**src/rtl/key_shift_led_ctrl.sv**
```systemverilog
// Three debounced push-buttons drive an LED pattern in ROTATE, BOUNCE or FILL mode.
// The press event reaches the LED register DB_CYCLES+2 edges after the first low sample.

module key_shift_led_ctrl_db #(
   parameter int DB_CYCLES = 1000000
) (
   input  logic clk,
   input  logic rst_n,
   input  logic i_key,
   output logic o_press
);
   localparam int CW = $clog2(DB_CYCLES);

   logic          r_sync1, r_sync2, r_stable, r_press;
   logic [CW-1:0] r_cnt;

   // The press flag is set on the same edge that stable falls, so it is high for the following cycle.
   always_ff @(posedge clk or negedge rst_n) begin
      if (!rst_n) begin
         r_sync1  <= 1'b1;
         r_sync2  <= 1'b1;
         r_stable <= 1'b1;
         r_press  <= 1'b0;
         r_cnt    <= '0;
      end else begin
         r_sync1 <= i_key;
         r_sync2 <= r_sync1;
         r_press <= 1'b0;
         if (r_sync2 == r_stable) begin
            r_cnt <= '0;
         end else if (r_cnt == CW'(DB_CYCLES - 1)) begin
            r_cnt    <= '0;
            r_stable <= r_sync2;
            r_press  <= ~r_sync2;
         end else begin
            r_cnt <= r_cnt + 1'b1;
         end
      end
   end

   assign o_press = r_press;
endmodule

module key_shift_led_ctrl #(
   parameter int N_LED     = 4,
   parameter int DB_CYCLES = 1000000
) (
   input  logic             clk,
   input  logic             rst_n,
   input  logic             key_fwd,
   input  logic             key_bwd,
   input  logic             key_mode,
   output logic [N_LED-1:0] led,
   output logic [1:0]       mode
);
   localparam int KW = $clog2(N_LED + 1);

   typedef enum logic [1:0] {
      ROTATE = 2'd0,
      BOUNCE = 2'd1,
      FILL   = 2'd2
   } mode_t;

   logic [2:0]       w_keys, w_evt;
   logic             w_evt_fwd, w_evt_bwd, w_evt_mode;
   mode_t            r_mode, w_mode_nx;
   logic [N_LED-1:0] r_led, w_led_nx, w_bounce;
   logic [KW-1:0]    r_k, w_k_nx;
   logic             r_dir_up, w_up_nx, w_go_up;

   assign w_keys = {key_mode, key_bwd, key_fwd};

   for (genvar g = 0; g < 3; g++) begin : g_db
      key_shift_led_ctrl_db #(.DB_CYCLES(DB_CYCLES)) u_db (
         .clk    (clk),
         .rst_n  (rst_n),
         .i_key  (w_keys[g]),
         .o_press(w_evt[g])
      );
   end

   assign w_evt_fwd  = w_evt[0];
   assign w_evt_bwd  = w_evt[1];
   assign w_evt_mode = w_evt[2];

   function automatic logic [N_LED-1:0] therm(input logic [KW-1:0] k);
      logic [N_LED-1:0] t;
      t = '0;
      for (int i = 0; i < N_LED; i++) t[i] = (i < int'(k));
      return t;
   endfunction

   always_ff @(posedge clk or negedge rst_n) begin
      if (!rst_n) begin
         r_mode   <= ROTATE;
         r_led    <= N_LED'(1);
         r_k      <= KW'(1);
         r_dir_up <= 1'b1;
      end else begin
         r_mode   <= w_mode_nx;
         r_led    <= w_led_nx;
         r_k      <= w_k_nx;
         r_dir_up <= w_up_nx;
      end
   end

   // A bounce step sitting on the end it is heading towards turns back rather than dropping the bit.
   always_comb begin
      w_mode_nx = r_mode;
      w_led_nx  = r_led;
      w_k_nx    = r_k;
      w_up_nx   = r_dir_up;
      w_go_up   = r_dir_up ? ~r_led[N_LED-1] : r_led[0];
      w_bounce  = w_go_up ? (r_led << 1) : (r_led >> 1);
      if (w_evt_mode) begin
         case (r_mode)
            ROTATE:  w_mode_nx = BOUNCE;
            BOUNCE:  w_mode_nx = FILL;
            default: w_mode_nx = ROTATE;
         endcase
         w_led_nx = N_LED'(1);
         w_k_nx   = KW'(1);
         w_up_nx  = 1'b1;
      end else if (w_evt_fwd ^ w_evt_bwd) begin
         case (r_mode)
            ROTATE: begin
               if (w_evt_fwd) w_led_nx = {r_led[N_LED-2:0], r_led[N_LED-1]};
               else           w_led_nx = {r_led[0], r_led[N_LED-1:1]};
            end
            BOUNCE: begin
               if (w_evt_fwd) begin
                  w_led_nx = w_bounce;
                  w_up_nx  = w_go_up ? ~w_bounce[N_LED-1] : w_bounce[0];
               end else begin
                  w_up_nx  = ~r_dir_up;
               end
            end
            default: begin
               if (w_evt_fwd) w_k_nx = (r_k == KW'(N_LED)) ? '0 : r_k + 1'b1;
               else           w_k_nx = (r_k == '0) ? KW'(N_LED) : r_k - 1'b1;
               w_led_nx = therm(w_k_nx);
            end
         endcase
      end
   end

   assign led  = r_led;
   assign mode = r_mode;
endmodule

```
**config.mk**
```make
export PLATFORM = sky130hd
export DESIGN_NAME = key_shift_led_ctrl
export DESIGN_NICKNAME = d
export VERILOG_FILES = /design/src/rtl/key_shift_led_ctrl.sv
export SDC_FILE = /design/constraint.sdc
export NUM_CORES = 1
export LEC_CHECK = 0
export ABC_AREA = 1
export CORE_UTILIZATION = 40
export DETAILED_ROUTE_END_ITERATION = 7
export PLACE_DENSITY = 0.55
export SLEW_MARGIN = 15
export SYNTH_ARGS = -nofsm -noshare
export SYNTH_HDL_FRONTEND = slang
export SYNTH_SLANG_ARGS = --single-unit
```
**constraint.sdc**
```tcl
create_clock -name clk -period 4 [get_ports clk]
set_input_delay 0.8 -clock clk [delete_from_list [all_inputs] [get_ports clk]]
set_output_delay 0.8 -clock clk [all_outputs]
set_load 0.005 [all_outputs]
```
==> results of run 1 <==
-- routing by layer --
metal / GRT usage / part of all wire / vias to the layer above
li1: - / - / 1888
met5: 0 / 0 / -
met3: 0.0291 / 0.027 / 16
met4: 0.0812 / 0.019 / 0
met2: 0.258 / 0.45 / 51
met1: 0.230 / 0.51 / 1685
-- worst min path at each step --
stage                                    start                    to  depth (start not counted)
after floorplan           g_db[0].u_db.r_sync1  g_db[0].u_db.r_sync2                          0
after global placement    g_db[1].u_db.r_sync1  g_db[1].u_db.r_sync2                          0
after detailed placement  g_db[1].u_db.r_sync1  g_db[1].u_db.r_sync2                          0
after CTS                 g_db[0].u_db.r_sync1  g_db[0].u_db.r_sync2                          0
after global routing      g_db[0].u_db.r_sync1  g_db[0].u_db.r_sync2                          0
final                     g_db[0].u_db.r_sync1  g_db[0].u_db.r_sync2                          0
-- report_power, final --
part	internal (mW)	total [mW]	leakage, nW	switching (mW)
clock	0.291	0.600	0.0868	0.309
combinational	0.0136	0.0501	0.915	0.0365
sequential	0.841	0.848	1.10	0.00705
total	1.15	1.50	2.10	0.352
-- logic make-up (layout without fill, tap and decap cells) --
kind of cell	after synthesis	count (layout)	share of synthesized area
DFF	82	82	0.461
AOI/OAI and AO/OA	46	46	0.0545
buffers and inverters	81	106	0.0690
adders and majority gates	6	6	0.0168
xor gates and xnor gates	29	29	0.0567
and+or+nand+nor	341	341	0.342
-- area by class of cell --
type                       count  area, um2  area share
sequential                    82       2070       0.419
inverter                      79        297      0.0601
clock buffer                  12        135      0.0274
timing repair buffer          11        105      0.0213
multi-input combinational    422       2100       0.426
clock inverter                 4       53.8      0.0109
tap                          140        175      0.0355
-- registers in the layout (all words and copies together), names as in the netlist --
| name | cells |
|---|---|
| g_db.u_db.r_sync2 | 3 |
| r_dir_up | 1 |
| led | 4 |
| g_db.u_db.o_press | 3 |
| mode | 2 |
| g_db.u_db.r_cnt | 60 |
| g_db.u_db.r_stable | 3 |
| g_db.u_db.r_sync1 | 3 |
| r_k | 3 |
-- metrics by stage --
stage / cells / setup slack, ps / hold slack [ps] / utilization
floorplan: 585 / 2440 / 345 / -
finish: 750 / 1750 / 363 / 0.453
CTS: 750 / 1720 / 364 / 0.453
global placement: 734 / 2140 / 349 / 0.436
detailed placement: 734 / 2130 / 347 / 0.436
global route: 750 / 1690 / 366 / 0.453
-- synth_stat cells --
cell         n  area [um2]
nor3b_1      3        22.5
o22ai_1      2        12.5
clkinv_1     1        3.75
nand2_2      4        25.0
nor2_4       5        56.3
or2_1        1        6.26
nand2_4      1        11.3
nor3_2       3        30.0
dfrtp_1     70        1750
ha_1         6        75.1
nor3b_2      1        12.5
nor2_1     113         424
inv_1       74         278
o211ai_1     2        15.0
nor3_4       1        16.3
o21ai_1      2        10.0
xor2_1      23         201
nand2_1    129         484
buf_2        1        5.00
dfstp_2     12         315
nand3_1     34         170
o21ai_0     15        75.1
a21oi_1     23         115
nor4_1       1        6.26
nor2_2       8        50.1
xnor2_1      6        52.6
o21bai_1     1        7.51
nand4_1     12        75.1
or2_2        1        6.26
nor3_1      21         105
o2111ai_1    1        8.76
inv_2        4        15.0
nand3_2      3        30.0
buf_4        1        7.51
-- layout by cell type (no fill, tap or decap), drive strengths merged, types with 4 or more instances in the layout --
cell type and n:
dfrtp 70, xnor2 6, nor3 25, nor3b 4, xor2 23, nand3 37, ha 6, dfstp 12
clkdlybuf4s50 9, nand2 134, a21oi 23, o21ai 17, clkbuf 12, nand4 12, nor2 126, inv 78
==> flow_summary_export.csv, run 1 <==
group,metric,value,unit
grt,global_route.overflow_total,0,
place,dpl.hpwl,6460,um
power,maximum_resistive_drop_on_vdd,189,uV
floorplanning,start_util,0.412,
yosys,synth_area,0.00448,mm2
place,post_dp_cell_area,0.00475,mm2
critical_path,stages_on_worst_setup_path,1,
clock_tree,tritoncts.num_buffers,9,
clock_tree,cts.root.buffer_cell,"clkbuf_8",
layout,layout-drive-gt1-share,0.0951,
critical_path,worstSetupEndpoint,"led[0]",
critical_path,setup_slack_of_the_worst_register_to_register_path,2320,ps
timing,rsz0062_at_grt,"false",
yosys,synthesis.nets,596,
timing,clock_skew,12.7,ps
timing,slew_headroom,0.431,
clock_tree,clkTransAtPathRegs,90,ps
hold_path,hold_path_class,"reg2reg",
floorplanning,ios,11,
grt,vias_in_the_first_global_route,3456,
timing,final_hold_viol_count,0,
critical_path,max_stage_delay,580,ps
routing,vias_per_cell,4.85,
run,drv.max_cap_violation_count,0,
timing,post-route-min-period,2250,ps
grt,grt_max_degree,69,
yosys,synth-warning-count,0,
clock_tree,clkSinkCount,82,
place,numPortBuffers,10,
yosys,avgSynthCellArea,7.66,um2
layout,areaGrowthSynthToFinish,10.2,%
yosys,count_of_different_cell_masters_after_synthesis,34,
grt,track_usage,0.168,
routing,detailedRoute.firstIterationViolations,176,
critical_path,crit_path_top_delay_cell,"dfstp_2",
timing,timing_max_transition_violations_final,0,
critical_path,crit_arrival,1450,ps
grt,number_of_antenna_violations_at_the_first_check_in_global_routing,0,
layout,layout.nets,616,
floorplanning,fp.dieW,108,um
place,place_congestion,0.845,
power,power-per-cell-area,303,mW/mm2
power,p_total,1.50,mW
yosys,synth.yosys.seq_area_share,0.461,
critical_path,criticalPathCategory,"reg2out",
power,power.leakage,2.10,nW
critical_path,timing.critical_path.buf_inv,1,
floorplanning,placementRows,38,
routing,route.final.wire_length,8790,um
run_status,run_status,"complete, no violations",
timing,setup_total_negative_slack,0,ps
routing,post_detailed_route_drc_marker_count,0,
clock_tree,postCtsSetupBuffers,0,
layout,antenna_cells,0,
timing,final_min_period_over_clock_period,0.562,
timing,finalSetupViolCount,0,
clock_tree,worstSkewPairLatency,360,ps
layout,filler_cell_count,1094,
timing,worst_pin_slew,854,ps
routing,number_of_nets_with_antenna_violations_after_routing,0,
clock_tree,cts.repair.resized,0,
grt,grt_pass1_wl,15400,um
floorplanning,die-height,108,um
clock_tree,clock_tree.buffer_depth,2,
critical_path,critical_path.reg2reg.startpoint,"r_k[0]",
critical_path,crit-reg2reg-capture,"led[2]",
floorplanning,core_area,0.0109,mm2
routing,routedWlPerCell,11.7,um
critical_path,worst_setup_path_end_kind,"primary output",
yosys,postSynthRegisterBits,82,
critical_path,cp.required,3200,ps
layout,final_cell_area,0.00494,mm2
clock_tree,cts_tree,"built",
critical_path,worst-r2r-cell-count,7,
critical_path,critPathLaunch,"led[0]",
critical_path,critical_path_cell_by_cell,"clkdlybuf4s50_1",
routing,routed-via-count,3640,
yosys,netlist_instances,585,
timing,fmaxAchievable,445,MHz
critical_path,crit_fanout,7,
routing,detail_route.first_pass.iterations,4,
critical_path,critical-path-top-delay-family,"flip-flops",
critical_path,startpoint_class_of_the_critical_path,"flip-flop",
clock_tree,hold_buffers,0,
clock_tree,cts_max_level,3,
floorplanning,die_area,0.0116,mm2
(Power assumes the default switching activity.)
==> run 2, diff against run 1 <==
Clock period 4 ns to 2.3 ns, I/O delays scaled along.
==> run 2 against run 1 <==
Net effect: hold slack lost 4.0 ps; sequential share of layout area shrank 0.50 points; power grew 83%; via count shrank 3.7%; setup slack lost 1400 ps.
==> flow_summary_export.csv, run 2 (same netlist as run 1, synthesis figures left out) <==
group,metric,value,unit
run_status,run_status,"complete, no violations",
place,post_dp_cell_area,0.00477,mm2
layout,multiInputGateArea,0.00210,mm2
critical_path,cp.required,1840,ps
timing,setup_total_negative_slack,0,ps
timing,final_min_period_over_clock_period,0.841,
floorplanning,start_util,0.412,
place,place_congestion,0.866,
timing,finalSetupViolCount,0,
layout,largest_register_ffs,60,
clock_tree,tritoncts.num_buffers,9,
timing,fmaxAchievable,517,MHz
critical_path,max_stage_delay,600,ps
timing,post-route-min-period,1930,ps
grt,track_usage,0.171,
routing,detail_route.first_pass.iterations,4,
grt,vias_in_the_first_global_route,3446,
power,p_total,2.75,mW
routing,routed-via-count,3504,
hold_path,startpoint_of_the_most_critical_hold_path,"g_db[1].u_db.r_sync1",
place,dpl.hpwl,6480,um
critical_path,worst_setup_path_end_kind,"primary output",
grt,global_route.overflow_total,0,
critical_path,critical-path-top-delay-family,"flip-flops",
critical_path,critPathLaunch,"led[0]",
timing,slew_headroom,0.654,
power,power-per-cell-area,549,mW/mm2
clock_tree,clkTransAtPathRegs,80,ps
grt,grt_max_degree,44,
clock_tree,postCtsSetupBuffers,0,
routing,routedWlPerCell,11.7,um
floorplanning,die_area,0.0116,mm2
timing,rsz0062_at_grt,"false",
critical_path,criticalPathCategory,"reg2out",
routing,vias_per_cell,4.66,
routing,detailedRoute.firstIterationViolations,152,
layout,layout.nets,618,
grt,number_of_antenna_violations_at_the_first_check_in_global_routing,0,
layout,final-seq-area,0.00207,mm2
timing,timing_max_transition_violations_final,0,
floorplanning,fp.dieW,108,um
clock_tree,clkSinkCount,82,
timing,final_hold_viol_count,0,
layout,largest_register,"g_db.u_db.r_cnt",
routing,number_of_nets_with_antenna_violations_after_routing,0,
critical_path,crit_arrival,1470,ps
layout,final_cell_area,0.00500,mm2
floorplanning,core_area,0.0109,mm2
critical_path,critical_path_cell_by_cell,"clkdlybuf4s50_1",
layout,areaGrowthSynthToFinish,11.5,%
clock_tree,worstSkewPairLatency,360,ps
run,drv.max_cap_violation_count,0,
routing,route.final.wire_length,8830,um
clock_tree,cts_tree,"built",
clock_tree,cts_max_level,3,
place,place_inst,735,
critical_path,crit_path_top_delay_cell,"dfstp_2",
place,numPortBuffers,10,
critical_path,startpoint_class_of_the_critical_path,"flip-flop",
power,power.leakage,2.13,nW
critical_path,timing.critical_path.buf_inv,1,
layout,fin_cells,752,
hold_path,hold_path_class,"reg2reg",
floorplanning,die-height,108,um
critical_path,critical_path.reg2reg.startpoint,"r_k[0]",
power,maximum_resistive_drop_on_vdd,261,uV
clock_tree,clock_tree.buffer_depth,2,
floorplanning,ios,11,
timing,worst_pin_slew,513,ps
routing,post_detailed_route_drc_marker_count,0,
layout,layout_common_cells,"nand2_1 (129), nor2_1 (113), inv_1 (74)",
clock_tree,cts.root.buffer_cell,"clkbuf_8",
layout,filler_cell_count,1081,
floorplanning,placementRows,38,
layout,antenna_cells,0,
layout,commonest_non_fill_non_tap_cell_in_the_layout,"nand2_1",
timing,clock_skew,9.71,ps
layout,layout-drive-gt1-share,0.0980,
critical_path,crit_fanout,7,
grt,grt_pass1_wl,15500,um
-- run 2: report_power, final --
part	leakage, nW	internal (mW)	switching, mW	total [mW]
sequential	1.10	1.46	0.0123	1.48
combinational	0.928	0.0283	0.0636	0.0919
clock	0.111	0.645	0.533	1.18
-- run 2: per-layer routing --
metal,vias to the layer above,track usage,routed length (um)
met2,41,0.262,3980
met3,13,0.0218,181
met1,1563,0.238,4510
li1,1887,-,-
met4,0,0.0841,163
met5,-,0,0
-- run 2: path summary, 6_finish.rpt --
path | end | slack (ps) | cells past startpoint
max in group asynchronous | g_db[1].u_db.r_stable | 1190 | 3
max | led[0] | 370 | 1
min reg2reg | g_db[1].u_db.r_sync2 | 360 | 0
min | g_db[1].u_db.r_sync2 | 360 | 0
min in group asynchronous | g_db[2].u_db.r_cnt[17] | 470 | 2
max reg2reg | led[2] | 630 | 7
-- run 2: final cells by class --
| type | instances | area share |
|---|---|---|
| inverter | 79 | 0.0593 |
| multi-input combinational | 422 | 0.421 |
| timing repair buffer | 13 | 0.0270 |
| clock inverter | 4 | 0.0148 |
| tap | 140 | 0.0351 |
| sequential | 82 | 0.414 |
| clock buffer | 12 | 0.0290 |
-- run 2: timing repair --
| action | 4_1_cts | 5_1_grt |
|---|---|---|
| hold buffers | 1 | 0 |
| resized for setup | 0 | 0 |
| endpoints found under the hold margin | 8 | 0 |
-- run 2: stage by stage --
stage               setup WS [ps]   util  hold slack [ps]
floorplan                     735      -              164
global placement              670  0.438              301
detailed placement            634  0.438              299
CTS                           336  0.459              360
global route                  301  0.459              367
finish                        366  0.459              359
==> run 3, diff against run 2 <==
Settings changed: PLACE_DENSITY 0.55 to 0.57.
Clock period 2.3 ns to 1.7 ns, I/O delays scaled along.
==> run 3 against run 2 <==
Net effect: combinational power increased by 49%; die area did not move; wire length up 1.7%; design area up 1.8%; clock power grew 11%; sequential cell count stayed put; register-to-register slack worse by 560 ps; power up 25%; clock skew down 0.98 ps; non-clock buffer count increased by 14; critical path type is now reg2reg; largest power group unchanged.
==> flow_summary_export.csv, run 3 (same netlist as run 1, synthesis figures left out) <==
group,metric,value,unit
timing,post-route-min-period,1630,ps
grt,vias_in_the_first_global_route,3463,
grt,grt_pass1_wl,15700,um
routing,post_detailed_route_drc_marker_count,0,
critical_path,criticalPathCategory,"reg2reg",
routing,detailedRoute.firstIterationViolations,238,
layout,layout-drive-gt1-share,0.131,
timing,slew_headroom,0.631,
timing,final_hold_viol_count,0,
floorplanning,die_area,0.0116,mm2
clock_tree,clock_tree.buffer_depth,2,
place,numPortBuffers,10,
routing,detail_route.first_pass.iterations,4,
layout,layout.nets,632,
clock_tree,cts_max_level,3,
timing,worst_pin_slew,548,ps
floorplanning,ios,11,
critical_path,critical_path_cell_by_cell,"inv_2 > ha_2 > or2_2 > nand2_1 > nand3_1 > nand2_1 > o21ai_0",
layout,areaGrowthSynthToFinish,13.5,%
routing,vias_per_cell,4.81,
critical_path,worst_setup_path_end_kind,"flip-flop",
layout,largest_register,"g_db.u_db.r_cnt",
grt,number_of_antenna_violations_at_the_first_check_in_global_routing,0,
floorplanning,core_area,0.0109,mm2
timing,rsz0062_at_grt,"false",
routing,route.final.wire_length,8980,um
timing,fmaxAchievable,613,MHz
power,power.clock.fraction,0.381,
critical_path,crit_fanout,5,
critical_path,max_stage_delay,550,ps
run,drv.max_cap_violation_count,0,
run_status,run_status,"complete, no violations",
power,internal_power,2.60,mW
critical_path,critical-path-top-delay-family,"simple AND/OR/NAND/NOR gates",
clock_tree,cts_tree,"built",
layout,filler_cell_count,1083,
hold_path,min_delay_path_depth,0,
critical_path,worst-r2r-cell-count,7,
power,power_switching,0.847,mW
timing,final_min_period_over_clock_period,0.960,
power,p_total,3.44,mW
layout,largest_register_ffs,60,
floorplanning,start_util,0.412,
timing,finalSetupViolCount,0,
place,place_inst,740,
place,place_congestion,0.845,
floorplanning,fp.dieW,108,um
clock_tree,clkSinkCount,82,
layout,layout_common_cells,"nand2_1 (129), nor2_1 (113), inv_1 (73)",
clock_tree,worstSkewPairLatency,370,ps
timing,clock_skew,8.73,ps
clock_tree,clkTransAtPathRegs,80,ps
grt,global_route.overflow_total,0,
routing,routed-via-count,3686,
critical_path,timing.critical_path.buf_inv,1,
power,seq_power_share,0.580,
power,power.leakage,2.18,nW
floorplanning,placementRows,38,
power,maximum_resistive_drop_on_vdd,364,uV
routing,routedWlPerCell,11.7,um
place,dpl.hpwl,6450,um
power,swShare,0.246,
hold_path,hold_path_class,"reg2reg",
power,share_comb_of_total_power,0.040,
layout,antenna_cells,0,
clock_tree,tritoncts.num_buffers,9,
critical_path,crit_path_top_delay_cell,"dfstp_2",
layout,commonest_non_fill_non_tap_cell_in_the_layout,"nand2_1",
critical_path,crit_arrival,1880,ps
layout,fin_cells,766,
critical_path,startpoint_class_of_the_critical_path,"flip-flop",
critical_path,path_common_cell,"nand2_1",
clock_tree,cts.root.buffer_cell,"clkbuf_8",
critical_path,cp.required,1950,ps
timing,hold_slack,361,ps
timing,setup_total_negative_slack,0,ps
floorplanning,die-height,108,um
timing,timing_max_transition_violations_final,0,
critical_path,stages_on_worst_setup_path,7,
routing,number_of_nets_with_antenna_violations_after_routing,0,
power,power-per-cell-area,677,mW/mm2
grt,track_usage,0.173,
grt,grt_max_degree,83,
==> run 3: changes by cell type in the layout (fill, tap and decap cells not counted), sizes merged <==
| cell | change |
|---|---|
| dlygate4sd2 | +1 |
| inv | -1 |
| bufinv | -2 |
| clkbuf | -2 |
| buf | +14 |
| clkinvlp | +2 |
| clkdlybuf4s50 | -1 |
| clkinv | +3 |
==> run 3: per-stage QoR <==
step,utilization,setup slack (ps),cell area [um2]
finish,0.467,67.9,5090
global route,0.467,1.52,5090
CTS,0.460,19.5,5010
detailed placement,0.441,52.9,4810
global placement,0.441,73.0,4810
floorplan,-,135,4480
==> run 3: worst paths after layout <==
| path | slack (ps) | from | to |
|---|---|---|---|
| max in group asynchronous | 780 | rst_n | led[0] |
| min in group asynchronous | 530 | rst_n | g_db[1].u_db.r_cnt[10] |
| worst max-delay path | 70 | r_k[0] | led[2] |
| worst min register to register | 360 | g_db[2].u_db.r_sync1 | g_db[2].u_db.r_sync2 |
| worst max register to register | 70 | r_k[0] | led[2] |
| worst min-delay path | 360 | g_db[2].u_db.r_sync1 | g_db[2].u_db.r_sync2 |
==> run 3: worst reg2reg max path, cell delays in order, from the launching register on <==
cell	delay, ps
dfstp_2	550
inv_2	60
ha_2	270
or2_2	290
nand2_1	110
nand3_1	90
nand2_1	80
o21ai_0	80
==> run 3: timing repair <==
item                                    CTS  global route
hold buffers                              1             0
pin swaps                                 0             0
cloned                                    0             0
hold endpoints to repair                  4             0
gates resized for setup                   4             6
endpoints found under the setup margin    4            19
setup buffers                             2             7
==> run 3: routing by layer <==
metal	vias to the layer above	share of wire	track usage
met1	1706	0.49	0.231
met3	12	0.029	0.0375
li1	1915	-	-
met4	0	0.020	0.0802
met5	-	0	0
met2	53	0.46	0.268
==> run 3: area by class of cell <==
cell class | count | area, um2 | area share
clock buffer | 10 | 138 | 0.0271
tap | 140 | 175 | 0.0344
multi-input combinational | 422 | 2120 | 0.418
clock inverter | 6 | 42.5 | 0.00836
inverter | 79 | 297 | 0.0583
sequential | 82 | 2070 | 0.407
timing repair buffer | 27 | 239 | 0.0470
==> run 3: power by group through the flow <==
stage | clock, mW | combinational (mW) | sequential [mW]
floorplan | 0 | 0.0565 | 2.03
global placement | 0 | 0.131 | 2.03
detailed placement | 0 | 0.131 | 2.03
CTS | 1.37 | 0.134 | 2.00
global route | 1.45 | 0.159 | 2.00
finish | 1.31 | 0.137 | 2.00
